==> src/rtl/systolic_array_pkg.sv <==
// Shared constants for the 3x3 weight-stationary systolic array.
package systolic_array_pkg;
  localparam int DW = 8;
  localparam logic [1:0] SEL_C11 = 2'b00;
  localparam logic [1:0] SEL_C12 = 2'b01;
  localparam logic [1:0] SEL_C21 = 2'b10;
  localparam logic [1:0] SEL_C22 = 2'b11;
endpackage

==> src/rtl/systolic_array_pe.sv <==
// One processing element: stationary weight, forwarded activation, MAC psum.
module systolic_pe
  import systolic_array_pkg::*;
(
  input  logic          clk,
  input  logic          rst,
  input  logic          en_a,
  input  logic          en_w,
  input  logic [DW-1:0] w_in,
  input  logic [DW-1:0] a_in,
  input  logic [DW-1:0] p_in,
  output logic [DW-1:0] a_out,
  output logic [DW-1:0] p_out
);
  logic [DW-1:0] w_q, w_d;
  logic [DW-1:0] a_q, a_d;
  logic [DW-1:0] p_q, p_d;

  // MAC uses the weight held before this edge; a same-cycle load lands next.
  always_comb begin
    w_d = w_q;
    a_d = a_q;
    p_d = p_q;
    if (en_w) w_d = w_in;
    if (en_a) begin
      a_d = a_in;
      p_d = p_in + a_in * w_q;
    end
  end

  always_ff @(posedge clk) begin
    if (rst) begin
      w_q <= '0;
      a_q <= '0;
      p_q <= '0;
    end else begin
      w_q <= w_d;
      a_q <= a_d;
      p_q <= p_d;
    end
  end

  assign a_out = a_q;
  assign p_out = p_q;
endmodule

==> src/rtl/systolic_array.sv <==
// 3x3 systolic MAC array; column-1 bottom sum steered into four result regs.
module systolic_array
  import systolic_array_pkg::*;
(
  input  logic          clk,
  input  logic          rst,
  input  logic          en_reg_A,
  input  logic [8:0]    en_reg_B,
  input  logic          en_reg_Acc,
  input  logic [DW-1:0] B11,
  input  logic [DW-1:0] B12,
  input  logic [DW-1:0] B13,
  input  logic [DW-1:0] B21,
  input  logic [DW-1:0] B22,
  input  logic [DW-1:0] B23,
  input  logic [DW-1:0] B31,
  input  logic [DW-1:0] B32,
  input  logic [DW-1:0] B33,
  input  logic [DW-1:0] row1_in,
  input  logic [DW-1:0] row2_in,
  input  logic [DW-1:0] row3_in,
  input  logic [1:0]    sel_en_demux_result,
  input  logic [1:0]    sel_en_demux_c_reg,
  input  logic          input_demux_c_reg,
  output logic [DW-1:0] c11,
  output logic [DW-1:0] c12,
  output logic [DW-1:0] c21,
  output logic [DW-1:0] c22
);
  logic [DW-1:0] w_in  [9];
  logic [DW-1:0] a_lnk [3][4];
  logic [DW-1:0] p_lnk [4][3];
  logic [DW-1:0] p_bot;
  logic [DW-1:0] c_q [4];
  logic [DW-1:0] c_d [4];

  assign w_in[0] = B11;
  assign w_in[1] = B12;
  assign w_in[2] = B13;
  assign w_in[3] = B21;
  assign w_in[4] = B22;
  assign w_in[5] = B23;
  assign w_in[6] = B31;
  assign w_in[7] = B32;
  assign w_in[8] = B33;

  assign a_lnk[0][0] = row1_in;
  assign a_lnk[1][0] = row2_in;
  assign a_lnk[2][0] = row3_in;

  for (genvar c = 0; c < 3; c++) begin : g_top
    assign p_lnk[0][c] = '0;
  end

  for (genvar r = 0; r < 3; r++) begin : g_row
    for (genvar c = 0; c < 3; c++) begin : g_col
      systolic_pe u_pe (
        .clk   (clk),
        .rst   (rst),
        .en_a  (en_reg_A),
        .en_w  (en_reg_B[r*3+c]),
        .w_in  (w_in[r*3+c]),
        .a_in  (a_lnk[r][c]),
        .p_in  (p_lnk[r][c]),
        .a_out (a_lnk[r][c+1]),
        .p_out (p_lnk[r+1][c])
      );
    end
  end

  assign p_bot = p_lnk[3][0];

  always_comb begin
    for (int i = 0; i < 4; i++) c_d[i] = c_q[i];
    if (input_demux_c_reg) begin
      unique case (sel_en_demux_result)
        SEL_C11: c_d[0] = en_reg_Acc ? c_q[0] + p_bot : p_bot;
        SEL_C12: c_d[1] = en_reg_Acc ? c_q[1] + p_bot : p_bot;
        SEL_C21: c_d[2] = en_reg_Acc ? c_q[2] + p_bot : p_bot;
        SEL_C22: c_d[3] = en_reg_Acc ? c_q[3] + p_bot : p_bot;
        default: ;
      endcase
    end
  end

  always_ff @(posedge clk) begin
    if (rst) begin
      for (int i = 0; i < 4; i++) c_q[i] <= '0;
    end else begin
      for (int i = 0; i < 4; i++) c_q[i] <= c_d[i];
    end
  end

  assign c11 = c_q[0];
  assign c12 = c_q[1];
  assign c21 = c_q[2];
  assign c22 = c_q[3];

  // The controller's companion select is redundant; catch it drifting.
  a_sel_match: assert property (@(posedge clk) disable iff (rst)
    input_demux_c_reg |-> (sel_en_demux_c_reg == sel_en_demux_result));
endmodule

==> config.mk <==
export PLATFORM = sky130hd
export DESIGN_NAME = systolic_array
export DESIGN_NICKNAME = d
export VERILOG_FILES = /design/src/rtl/systolic_array_pkg.sv /design/src/rtl/systolic_array_pe.sv /design/src/rtl/systolic_array.sv
export SDC_FILE = /design/constraint.sdc
export NUM_CORES = 1
export LEC_CHECK = 0
export CAP_MARGIN = 20
export CORE_ASPECT_RATIO = 1.2
export CORE_MARGIN = 8
export CORE_UTILIZATION = 55
export CTS_CLUSTER_SIZE = 28
export DETAILED_ROUTE_END_ITERATION = 10
export PLACE_DENSITY = 0.82
export SLEW_MARGIN = 0
export SYNTH_ARGS = -nofsm -noshare
export SYNTH_HDL_FRONTEND = slang
export SYNTH_HIERARCHICAL = 1
export SYNTH_SLANG_ARGS = --single-unit
==> constraint.sdc <==
create_clock -name clk -period 4.75 [get_ports clk]
set_input_delay 0.95 -clock clk [delete_from_list [all_inputs] [get_ports clk]]
set_output_delay 0.95 -clock clk [all_outputs]
set_load 0.01 [all_outputs]
== Word-level counts from Yosys, hierarchy flattened ==
Memory sizes are Yosys's and may differ from the RTL's.
Cells that the tools add are included.

* Muxes and demuxes: 16
* Multiply operators: 3
* Reduce and logical (&&, ||, !) cells: 1
* Bitwise logic cells: 4
* Add/subtract/negate cells: 6
* Equality and inequality tests: 3

{| class="wikitable"
|+ Operators by type and width
! cell !! number
|-
| $mux 8 || 12
|-
| $add 8x8->8 || 6
|-
| $mux 32 || 1
|-
| $mul 8x8->8 || 3
|-
| $eq 2x2->1 const B || 2
|-
| $or 1x1->1 || 4
|-
| $mux 1 || 3
|-
| $eq 2x1->1 const B || 1
|-
| $logic_not 2->1 || 1
|}

* Output and inout bits: 32
* Memories kept: 1
* Bits of input ports: 114
* Bits in registers: 48
* Bits in writable memories: 32

{| class="wikitable"
|+ Memory list
! memory !! depth !! width !! read ports !! clocked after memory_dff !! wr ports !! RTL line !! source
|-
| c_q || 4 || 8 || 4 || 0 || 4 || systolic_array.sv:34 || <nowiki>logic [DW-1:0] c_q [4];</nowiki>
|}

== Longest topological paths before layout ==
Gate-level depths: netlist of the first run.
An unclocked memory read counts as a cell.

* Word-level depth: 6
* Gate-level depth with buffers: 16
* Gate-level depth less buffers: 15

== Hierarchy ==
The synthesis of the first run kept the hierarchy.

{| class="wikitable"
|+ By module, submodules not included
! module !! cells each !! times used !! seq. area each (µm²) !! area each (µm²)
|-
| systolic_array || 370 || 1 || 640.6 || 2808.9
|-
| systolic_pe (g_row[1].g_col[0].u_pe) || 204 || 1 || 480.5 || 1929.4
|-
| systolic_pe (g_row[2].g_col[0].u_pe) || 204 || 1 || 480.5 || 1920.6
|-
| systolic_pe (g_row[0].g_col[0].u_pe) || 204 || 1 || 480.5 || 1916.8
|}

== Least setup slack after synthesis of the first run ==
No wires, ideal clock.

* Path type: input -> register
* Start point: input port row1_in[5]
* End point: register g_row[0].g_col[0].u_pe.p_q[7]
* Path buffers: 0
* Setup slack: 617 ps
* Arrival time: 4054 ps
* Stages: 13
* Path through: nand2_1 -> fa_1 -> inv_1 -> fa_1 -> inv_1 -> fa_1 -> fa_1 -> inv_1 -> ha_1 -> a21oi_1 -> xnor2_2 -> xnor2_1 -> a211oi_2

* Longest elaborated chain between the ends: 1

{| class="wikitable"
|+ RTL lines
! element !! RTL line !! source
|-
| start: declaration || systolic_array.sv:19 || <nowiki>input logic [DW-1:0] row1_in,</nowiki>
|-
| $mul 8x8->8 || systolic_array_pe.sv:27 || <nowiki>p_d = p_in + a_in * w_q;</nowiki>
|-
| end signal: assignment || systolic_array_pe.sv:39 || <nowiki>p_q <= p_d;</nowiki>
|-
| end: declaration || systolic_array_pe.sv:17 || <nowiki>logic [DW-1:0] p_q, p_d;</nowiki>
|}

No other way between the ends.
A chain may end at the register's enable or synchronous reset.

== Final worst setup path of the first run ==
* Start point: input port row1_in[4]
* End point: register g_row[0].g_col[0].u_pe.p_q[7]

Same word-level chain as after synthesis.

==> results of run 1 <==
cell usage in the layout (no fill, tap or decap), types with 8 or more instances in the layout:
| cell | n |
|---|---|
| o21ai_1 | 10 |
| clkbuf_16 | 9 |
| nand3_1 | 11 |
| xnor2_1 | 41 |
| nand2_2 | 9 |
| dfxtp_1 | 80 |
| xnor2_2 | 8 |
| nor2_1 | 103 |
| fa_1 | 58 |
| a21o_1 | 14 |
| buf_4 | 24 |
| a311oi_1 | 14 |
| inv_1 | 121 |
| and2_1 | 36 |
| conb_1 | 8 |
| o21ai_0 | 22 |
| ha_1 | 79 |
| nor3b_1 | 8 |
| nand2b_1 | 10 |
| nand2_1 | 75 |
| mux2i_1 | 45 |
| clkdlybuf4s50_1 | 87 |
| a21oi_1 | 35 |
| a211oi_1 | 21 |
worst register-to-register path: stages, from the launching register on:
cell and delay, ns:
dfxtp_1 0.53, nand2_1 0.13, fa_1 0.51, inv_1 0.05
fa_1 0.49, inv_1 0.05, fa_1 0.46, fa_1 0.57
inv_1 0.05, ha_1 0.30, a21oi_1 0.23, xnor2_2 0.15
xnor2_1 0.10, a211oi_2 0.22
metal layers:
metal / GRT usage (%) / vias up / wire length [um]
met5: 0 / - / 0
met1: 22.4 / 3039 / 7360
met3: 3.95 / 18 / 747
met2: 35.9 / 136 / 9200
li1: - / 3190 / -
met4: 6.04 / 0 / 242
how the worst min path moves through the flow:
| stage | to | cells after the start |
|---|---|---|
| 2_1_floorplan | g_row[0].g_col[0].u_pe/p_out[4]$_SDFFE_PP0P_ | 2 |
| 3_3_place_gp | g_row[0].g_col[0].u_pe/p_out[4]$_SDFFE_PP0P_ | 2 |
| 3_5_place_dp | g_row[1].g_col[0].u_pe/p_out[4]$_SDFFE_PP0P_ | 2 |
| 4_1_cts | g_row[1].g_col[0].u_pe/p_out[4]$_SDFFE_PP0P_ | 2 |
| 5_1_grt | g_row[1].g_col[0].u_pe/p_out[4]$_SDFFE_PP0P_ | 2 |
| 6_report | g_row[1].g_col[0].u_pe/p_out[4]$_SDFFE_PP0P_ | 2 |
cell type report:
class                      count  area [um^2]  area share (%)
clock buffer                  12          246            2.68
clock inverter                 4         28.8           0.313
inverter                     121          454            4.95
multi-input combinational    681         5580            60.7
sequential                    80         1600            17.4
tap                          171          214            2.33
timing repair buffer         113         1060            11.6
flip-flops by register name (all words and copies together), names as in the netlist:
signal / cells
g_row.g_col.u_pe/w_q: 24
g_row.g_col.u_pe/p_out: 24
c_q: 32
per-stage QoR:
stage	cells	total power, uW	TNS [ns]	util, %	hold WS [ns]
floorplan	917	1570	0	-	0.454
global placement	1166	1840	-0.0172	64.5	0.469
detailed placement	1166	1880	-0.0918	64.5	0.484
CTS	1182	2560	0	66.4	0.493
global route	1182	2730	0	66.4	0.510
finish	1182	2530	0	66.4	0.490
report_power, final:
part	leakage [uW]	switching (uW)	total [uW]	internal [uW]
combinational	0.00334	521	1030	511
clock	0.000129	298	669	370
sequential	0.000657	93.4	830	737
==> impl_metrics.json, run 1 <==
{
  "status": "completed",
  "yosysWarnings": 6,
  "fp.dieArea_um2": 18200,
  "cts_buffers": 9,
  "fin_crit_sh_pct": 94.1,
  "crit_path_start_kind": "primary input",
  "layout-drive-gt1-share_pct": 7.22,
  "maxCapViolCount": 0,
  "grt_pass1_vias": 6582,
  "clock_path_buffers": 2,
  "areaGrowthSynthToFinish_pct": 18.3,
  "slowest_stage": "fa_1",
  "syn_inst": 910,
  "path_cells": "clkdlybuf4s50_1, nand2_1, fa_1, inv_1, fa_1, ha_1, inv_1, fa_1, inv_1, ha_1, a21o_1, a21oi_1, xnor2_2, xnor2_1, a211oi_2",
  "grt_remaining_overflow": 0,
  "cp-startpoint": "row1_in[4]",
  "ir_worst_vdd_v": 0.000185,
  "die_w_um": 124,
  "drt-initial-drc-count": 393,
  "syn_area_um2": 7760,
  "timing.slew.headroom_pct": 32.1,
  "crit_buf_inv": 4,
  "portBuffers": 89,
  "grt_pass1_wl_mm": 30.3,
  "crit_family": "adder cells",
  "worstReg2RegStart": "g_row[0].g_col[0].u_pe/w_q[1]$_SDFFE_PP0P_",
  "fp-row-count": 47,
  "min_from": "g_row[1].g_col[0].u_pe/p_out[4]$_SDFFE_PP0P_",
  "die_h_um": 146,
  "cts_tree": "built",
  "endpoint_kind": "flip-flop",
  "wl_per_cell_um": 14.8,
  "place_hpwl_mm": 13.6,
  "placed_area_um2": 8910,
  "post-route-min-period_ns": 4.47,
  "clk_latency_ns": 0.34,
  "wl_mm": 17.5,
  "skew_ns": 0.00503,
  "n_fill_cell": 1091,
  "final_nets": 1257,
  "drtAntennaViolNets": 0,
  "reg2reg_to": "g_row[0].g_col[0].u_pe/p_out[7]$_SDFFE_PP0P_",
  "clk_pin_slew_ns": 0.06,
  "leakagePower_uw": 0.00413,
  "ctsHoldBuffers": 0,
  "hold_viol": 0,
  "drc": 0,
  "antenna_cells": 0,
  "grt_max_degree": 53,
  "dp_slack_ns": -0.0887,
  "cts.sinks": 80,
  "h-tree-depth": 3,
  "dr.pass1.iters": 5,
  "vias": 6383,
  "setup.worst_path.class": "primary input to flip-flop",
  "cp.depth": 15,
  "boundaryPins": 146,
  "slowest_delay_ns": 0.55,
  "setup_violations": 0,
  "worstHoldPathType": "flip-flop to flip-flop",
  "fp.coreArea_um2": 13800,
  "fmax_mhz": 224,
  "cts_resized": 0,
  "critPathCapture": "g_row[0].g_col[0].u_pe/p_out[7]$_SDFFE_PP0P_",
  "syn-mean-instance-area_um2": 8.53,
  "rr_worst_depth": 13,
  "ctsRootBufferMaster": "clkbuf_16",
  "cts_setup_buffers": 0,
  "crit_fanout": 3,
  "p_per_area_nw_per_um2": 276,
  "rrSetupSlack_ns": 0.84,
  "worst_slack_ns": 0.280,
  "tightest_slew_ns": 1.01,
  "start_util_pct": 56.2,
  "design_area_um2": 9180,
  "cp.arrival_ns": 4.73,
  "antenna_found_initial": 0,
  "maxSlewViolCount": 0,
  "rsz0062_at_grt": "false",
  "gp_congestion": 0.922,
  "grt_usage_pct": 19.7,
  "viasPerCell": 5.40,
  "worstPathRequired_ns": 5.01
}
(Power assumes the default switching activity.)
==> run 2, diff against run 1 <==
- ABC_CLOCK_PERIOD_IN_PS: default -> 4750
==> results of run 2 <==
The final DEF is identical to that of run 1; final timing and power are the same.
==> run 3, diff against run 2 <==
- CAP_MARGIN: 20 -> default
==> results of run 3 <==
The final DEF is identical to that of run 1; final timing and power are the same.
